File: src/rtl/hazard_scoreboard.sv
// hazard_scoreboard: tracks writers in EX/MEM/WB and raises the ID interlock
// Ports: ID operands/dest/flags in; Stall_IF/ID, Bubble_EX, Load_Use_Hazard, Stall_Count out
// Optional: define HAZARD_STALL_COUNT_EN to build the saturating stall counter
module hazard_scoreboard #(
  parameter int RF_WRITE_THROUGH = 1,
  parameter int REG_ADDR_W       = 5
) (
  input  logic                  clk,
  input  logic                  rst_n,
  input  logic [REG_ADDR_W-1:0] rs1_ID,
  input  logic                  Rs1_Valid_ID,
  input  logic [REG_ADDR_W-1:0] rs2_ID,
  input  logic                  Rs2_Valid_ID,
  input  logic [REG_ADDR_W-1:0] rd_ID,
  input  logic                  Write_Enable_ID,
  input  logic                  I_Type_Load_ID,
  input  logic                  Valid_ID,
  input  logic                  Flush_ID,
  input  logic                  Hold_Pipe,
  output logic                  Stall_IF,
  output logic                  Stall_ID,
  output logic                  Bubble_EX,
  output logic                  Load_Use_Hazard,
  output logic [15:0]           Stall_Count
);

  typedef logic [REG_ADDR_W-1:0] reg_t;

  // The load flag only matters while the writer sits in EX; past that
  // point the forwarding network covers it, so MEM/WB drop the flag.
  typedef struct packed {
    logic v;
    reg_t rd;
    logic ld;
  } ex_slot_t;

  typedef struct packed {
    logic v;
    reg_t rd;
  } slot_t;

  ex_slot_t sl_ex;
  ex_slot_t ex_nxt;
  slot_t    sl_mem;
  slot_t    sl_wb;

  logic hit1_ex;
  logic hit2_ex;
  logic hit1_wb;
  logic hit2_wb;
  logic wt_off;
  logic luh;
  logic wbh;
  logic haz;
  logic capture;

  function automatic logic src_hit(
    input logic use_rs,
    input reg_t rs,
    input logic sv,
    input reg_t srd
  );
    return use_rs && (rs != '0) && sv && (srd == rs);
  endfunction

  assign hit1_ex = src_hit(Rs1_Valid_ID, rs1_ID,
                           sl_ex.v, sl_ex.rd);
  assign hit2_ex = src_hit(Rs2_Valid_ID, rs2_ID,
                           sl_ex.v, sl_ex.rd);
  assign hit1_wb = src_hit(Rs1_Valid_ID, rs1_ID,
                           sl_wb.v, sl_wb.rd);
  assign hit2_wb = src_hit(Rs2_Valid_ID, rs2_ID,
                           sl_wb.v, sl_wb.rd);

  // Without write-through the RF read in ID misses the WB write.
  assign wt_off = (RF_WRITE_THROUGH == 0);

  assign luh = Valid_ID & sl_ex.ld
             & (hit1_ex | hit2_ex);
  assign wbh = Valid_ID & wt_off
             & (hit1_wb | hit2_wb);

  // A flushed ID instruction is dropped, so it never stalls.
  assign haz = (luh | wbh) & ~Flush_ID;

  assign Stall_IF        = haz | Hold_Pipe;
  assign Stall_ID        = haz | Hold_Pipe;
  assign Bubble_EX       = haz & ~Hold_Pipe;
  assign Load_Use_Hazard = luh & ~Flush_ID;

  // x0 writers are never tracked; stalled or flushed
  // instructions enter EX as a bubble.
  assign capture = Valid_ID & Write_Enable_ID
                 & (rd_ID != '0)
                 & ~haz & ~Flush_ID;

  always_comb begin
    ex_nxt    = '0;
    ex_nxt.v  = capture;
    ex_nxt.rd = capture ? rd_ID : '0;
    ex_nxt.ld = capture & I_Type_Load_ID;
  end

  always_ff @(posedge clk or negedge rst_n) begin
    if (!rst_n) begin
      sl_ex  <= '0;
      sl_mem <= '0;
      sl_wb  <= '0;
    end else if (!Hold_Pipe) begin
      sl_wb.v   <= sl_mem.v;
      sl_wb.rd  <= sl_mem.rd;
      sl_mem.v  <= sl_ex.v;
      sl_mem.rd <= sl_ex.rd;
      sl_ex     <= ex_nxt;
    end
  end

`ifdef HAZARD_STALL_COUNT_EN
  logic [15:0] stall_cnt;

  always_ff @(posedge clk or negedge rst_n) begin
    if (!rst_n) begin
      stall_cnt <= 16'd0;
    end else if (haz && !Hold_Pipe &&
                 (stall_cnt != 16'hFFFF)) begin
      stall_cnt <= stall_cnt + 16'd1;
    end
  end

  assign Stall_Count = stall_cnt;
`else
  assign Stall_Count = 16'd0;
`endif

endmodule

File: config.mk
export PLATFORM = sky130hd
export DESIGN_NAME = hazard_scoreboard
export DESIGN_NICKNAME = d
export VERILOG_FILES = /design/src/rtl/hazard_scoreboard.sv
export SDC_FILE = /design/constraint.sdc
export NUM_CORES = 1
export LEC_CHECK = 0
export CAP_MARGIN = 25
export CORE_MARGIN = 4
export CORE_UTILIZATION = 35
export DETAILED_ROUTE_END_ITERATION = 6
export GPL_ROUTABILITY_DRIVEN = 0
export GPL_TIMING_DRIVEN = 0
export PLACE_DENSITY_LB_ADDON = 0.3
export SYNTH_ARGS = -nofsm -noshare
export SYNTH_HDL_FRONTEND = slang
export SYNTH_SLANG_ARGS = --single-unit
File: constraint.sdc
create_clock -name clk -period 3.25 [get_ports clk]
set_input_delay 0.4875 -clock clk [delete_from_list [all_inputs] [get_ports clk]]
set_output_delay 0.4875 -clock clk [all_outputs]
set_load 0.01 [all_outputs]
; Word level (Yosys, flattened, before mapping)
; Cells that the tools add are included.
[word_totals]
wordCells = 29
reg_bits = 7
input_bits = 24
output_inout_bits = 20
[classes]
bitwise = 14
muxes = 1
eq_ne = 2
reduce_logical = 9
[op_table]
columns = operator, n
row1 = 5-bit nonzero test, 3
row2 = 5-bit equality test, 2
row3 = 1-bit AND, 9
row4 = 1-bit logical AND, 6
row5 = 5-bit two-way mux, 1
row6 = 1-bit NOT, 3
row7 = 1-bit bitwise OR, 2

; Depth between registers and ports, before layout
; Gate-level depths: netlist (run 1).
[logic_depth]
depth_word = 11
ltp_mapped = 6

; Worst setup path before layout (run 1)
; Ideal clock, no wire load.
[synth_timing]
path_type = input-to-output
startpoint = input rs1_ID[0]
endpoint = output Stall_IF
required_time_ps = 2762
slack_ps = 1072
path_stages = 5
arrival_ps = 1690
path_cell_list = o41ai_1 a2111oi_2 a41oi_2 nand2b_1 buf_4
[synth_via]
elab_chain_len = 8
[synth_rtl]
columns = item, line_no
row1 = from (decl), 10  ; input logic [REG_ADDR_W-1:0] rs1_ID,
row2 = 5-bit nonzero test, n/a
row3 = 1-bit logical AND, n/a
row4 = 1-bit logical AND, 63  ; return use_rs && (rs != '0) && sv && (srd == rs);
row5 = 1-bit logical AND *, 63
row6 = 1-bit bitwise OR *, 79  ; & (hit1_ex | hit2_ex);
row7 = 1-bit AND *, 79
row8 = 1-bit AND *, 84  ; assign haz = (luh | wbh) & ~Flush_ID;
row9 = 1-bit bitwise OR *, n/a
row10 = to (decl), 20  ; output logic Stall_IF,
; Every way passes the cells marked *; elsewhere a longest branch is shown, timed or not.

; Worst setup path after layout (run 1)
[layout_timing]
startpoint = input rs1_ID[0]
endpoint = output Stall_IF
[layout_via]
elab_chain_len = 8
[layout_rtl]
columns = item, line_no
row1 = 5-bit nonzero test, n/a
row2 = 1-bit logical AND, n/a
row3 = 1-bit logical AND, 63
row4 = 1-bit logical AND *, 63
row5 = 1-bit bitwise OR *, 79
row6 = 1-bit AND *, 79
row7 = 1-bit AND *, 84
row8 = 1-bit bitwise OR *, 86  ; assign Stall_IF = haz | Hold_Pipe;
; Marks and branches as above.

==> impl_metrics.tcl, run 1 <==
set metrics [dict create \
    avgRoutedWirePerCell_um 11.8 \
    grt_remaining_overflow 0 \
    detailedPlacementHpwl_um 1250 \
    power.clock.fraction_pct 30.6 \
    cp_data_arrival_time_ns 2.56 \
    worst_max_slew_pin_slew_ns 0.866 \
    fp.dieH_um 49.1 \
    timing.final.max_slew_violations 0 \
    dr.first_iter.drc_count 14 \
    p_switching_mw 0.0624 \
    drv_cap 0 \
    maxSlewHeadroom_pct 41.5 \
    diodes 0 \
    async_reset_ff_share_pct 100 \
    power.switching_fraction_pct 25.1 \
    finalCritPeriodShare_pct 93.8 \
    h_tree_levels 1 \
    post-place-cells 117 \
    cp-end-kind "output port" \
    prevailing_post_synth_register_cell "dfrtp_1" \
    power_report.internal_total_mw 0.187 \
    pin_count_of_the_biggest_net_entering_global_routing 11 \
    num_vias 570 \
    synthesized_instance_count 60 \
    layout.cells.non_filler 125 \
    ant_nets 0 \
    timing.reg2reg.worst_path_depth 7 \
    holdBufCountCts 0 \
    synth-warning-count 0 \
    synth-seq-cells 7 \
    cp.required_ns 2.76 \
    areaGrowthSynthToFinish_pct 66.5 \
    leakage_power_nw 0.470 \
    cts_buffers 3 \
    clock_tree.buffer_depth 2 \
    synth_most_common_cell "buf_4" \
    fin_ws_ns 0.203 \
    final.setup_skew_ns 0.00201 \
    ys_top_cells_by_count "buf_4, dfrtp_1, a32o_1" \
    cts_repair_resize_count 0 \
    irDropWorstVdd_mv 0.227 \
    unrepaired_setup_endpoints_after_global_routing "no" \
    floorplan.initialDensity_pct 38.3 \
    post_synth_instance_area_um2 591 \
    seq_total_area_yosys_pct 29.7 \
    seqPwrFrac_pct 37.9 \
    drc_errors 0 \
    cts_num_sinks 7 \
    core.rowCount 14 \
    synth_enable_flop_cells 0 \
    max_freq_ghz 0.328 \
    routed_wirelength_um 1470 \
    number_of_antenna_violations_at_the_first_check_in_global_routing 0 \
    area_of_the_core_region_mm2 0.00154 \
    holdCritPathClass "in -> async" \
    largest_register_ffs 7 \
    dpl-instance-area_um2 927 \
    avgViaCountPerCell 4.56 \
    setup.worst_path.class "in -> out" \
    io_port_bufs 26 \
    layout-drive-gt1-share_pct 24.8 \
    critical_path.startpoint_type "input port" \
    fp.dieW_um 49.1 \
    ioPinCount 44 \
    reg_top3 "sl_ex x7" \
    timing.setup.tns_ns 0 \
    yosys-top-cells-area "dfrtp_1, buf_4, a32o_1, xnor2_1, xor2_1" \
    number_of_global_route_vias_before_repair 556 \
    min_period_ns 3.05 \
    synth_top_cell_by_area "dfrtp_1" \
    report.final.hold_viol_count 0 \
    grt_use_total_pct 12.3 \
    grt_pass1_wl_um 2370 \
    clock_latency_ns 0.24 \
    yosysTopAreaCellShare_pct 29.7 \
    power.density_mw_per_mm2 253 \
    yosys.cell_types.count 23 \
    top_register "sl_ex" \
    finish.net_count 134 \
    clk_root_buffer_cell "clkbuf_4" \
    combinational_power_share_pct 31.5 \
    maximum_fanout_encountered_on_the_critical_timing_path 5 \
    post_synth.cell_area_avg_um2 9.84 \
    first_pass_iters 4 \
    final_cell_area_um2 983 \
    clk_pin_slew_worst_paths_ns 0.05 \
    post_cts_setup_bufs 0 \
    cts_tree "done" \
    placement.setup.worst_slack_ns 0.0176 \
    floorplan.die_area_mm2 0.00241 \
    setup_violators_final 0 \
    status "complete, no violations" \
]
[logic make-up after synthesis]
group                  share of synthesized area, %
AO/OA/AOI/OAI                                  23.7
XOR/XNOR                                       11.9
buffers and inverters                          24.8
flip-flops                                     29.7
other                                         0.635
AND/OR/NAND/NOR                                9.32
[placed cells by master (no fill, tap or decap), drive strengths merged]
cell type      instances
clkdlybuf4s50         26
buf                   22
conb                  16
dfrtp                  7
a32o                   6
xor2                   4
xnor2                  4
clkbuf                 4
inv                    3
nor2                   2
nor4                   1
o21bai                 1
a21boi                 1
nand4b                 1
nor3                   1
o41ai                  1
o2111ai                1
nand2                  1
a2111oi                1
a41oi                  1
nand2b                 1
nor4bb                 1
or4                    1
o21a                   1
a22o                   1
[worst max-delay path, cell delays in order]
cell,delay [ns]
clkdlybuf4s50_1,0.45
o41ai_1,0.48
a2111oi_2,0.14
a41oi_2,0.27
nand2b_1,0.11
buf_4,0.14
clkdlybuf4s50_1,0.47
[power by group through the flow]
stage,clock [mW],combinational (mW),sequential [mW]
finish,0.0762,0.0786,0.0944
global route,0.0874,0.0861,0.0944
CTS,0.0799,0.0779,0.0942
detailed placement,0,0.0776,0.0957
global placement,0,0.0766,0.0955
floorplan,0,0.0416,0.0945
[metal layers]
metal / vias to the layer above / wire length, µm / GRT usage (%)
met5: - / 0 / 0
met4: 0 / 10 / 5.38
met3: 4 / 165 / 5.50
met2: 31 / 756 / 21.7
met1: 246 / 536 / 12.3
li1: 289 / - / -
[through the flow]
step | hold slack, ns | util, % | total power, mW
final | 0.495 | 63.8 | 0.249
after global routing | 0.513 | 63.8 | 0.268
after detailed placement | 0.495 | 60.1 | 0.173
after global placement | 0.488 | 60.1 | 0.172
after CTS | 0.498 | 61.9 | 0.252
after floorplan | 0.192 | - | 0.136
[layout make-up]
cell class	instances	area [µm²]
multi-input combinational	47	325
sequential	7	175
clock buffer	4	26.3
fill	155	558
tap	16	20.0
buffer	18	135
timing repair buffer	30	290
inverter	3	11.3
[worst paths after layout]
check | from | endpoint | slack, ns
setup reg to reg | sl_ex[2] | sl_ex[4] | 1.34
min in group clk | sl_ex[0] | sl_ex[0] | 0.51
setup / recovery | rs1_ID[0] | Stall_IF | 0.20
hold reg to reg | sl_ex[0] | sl_ex[0] | 0.51
max in group asynchronous | rst_n | sl_ex[0] | 2.52
hold / removal | rst_n | sl_ex[2] | 0.50
No activity file was read; power rests on OpenSTA's default activity.
==> run 2: changes to the inputs <==
- CTS_CLUSTER_SIZE: default -> 14
- SLEW_MARGIN: default -> 20
==> results of run 2 <==
Same layout as run 1: the final DEF is identical, and so are final timing and power.
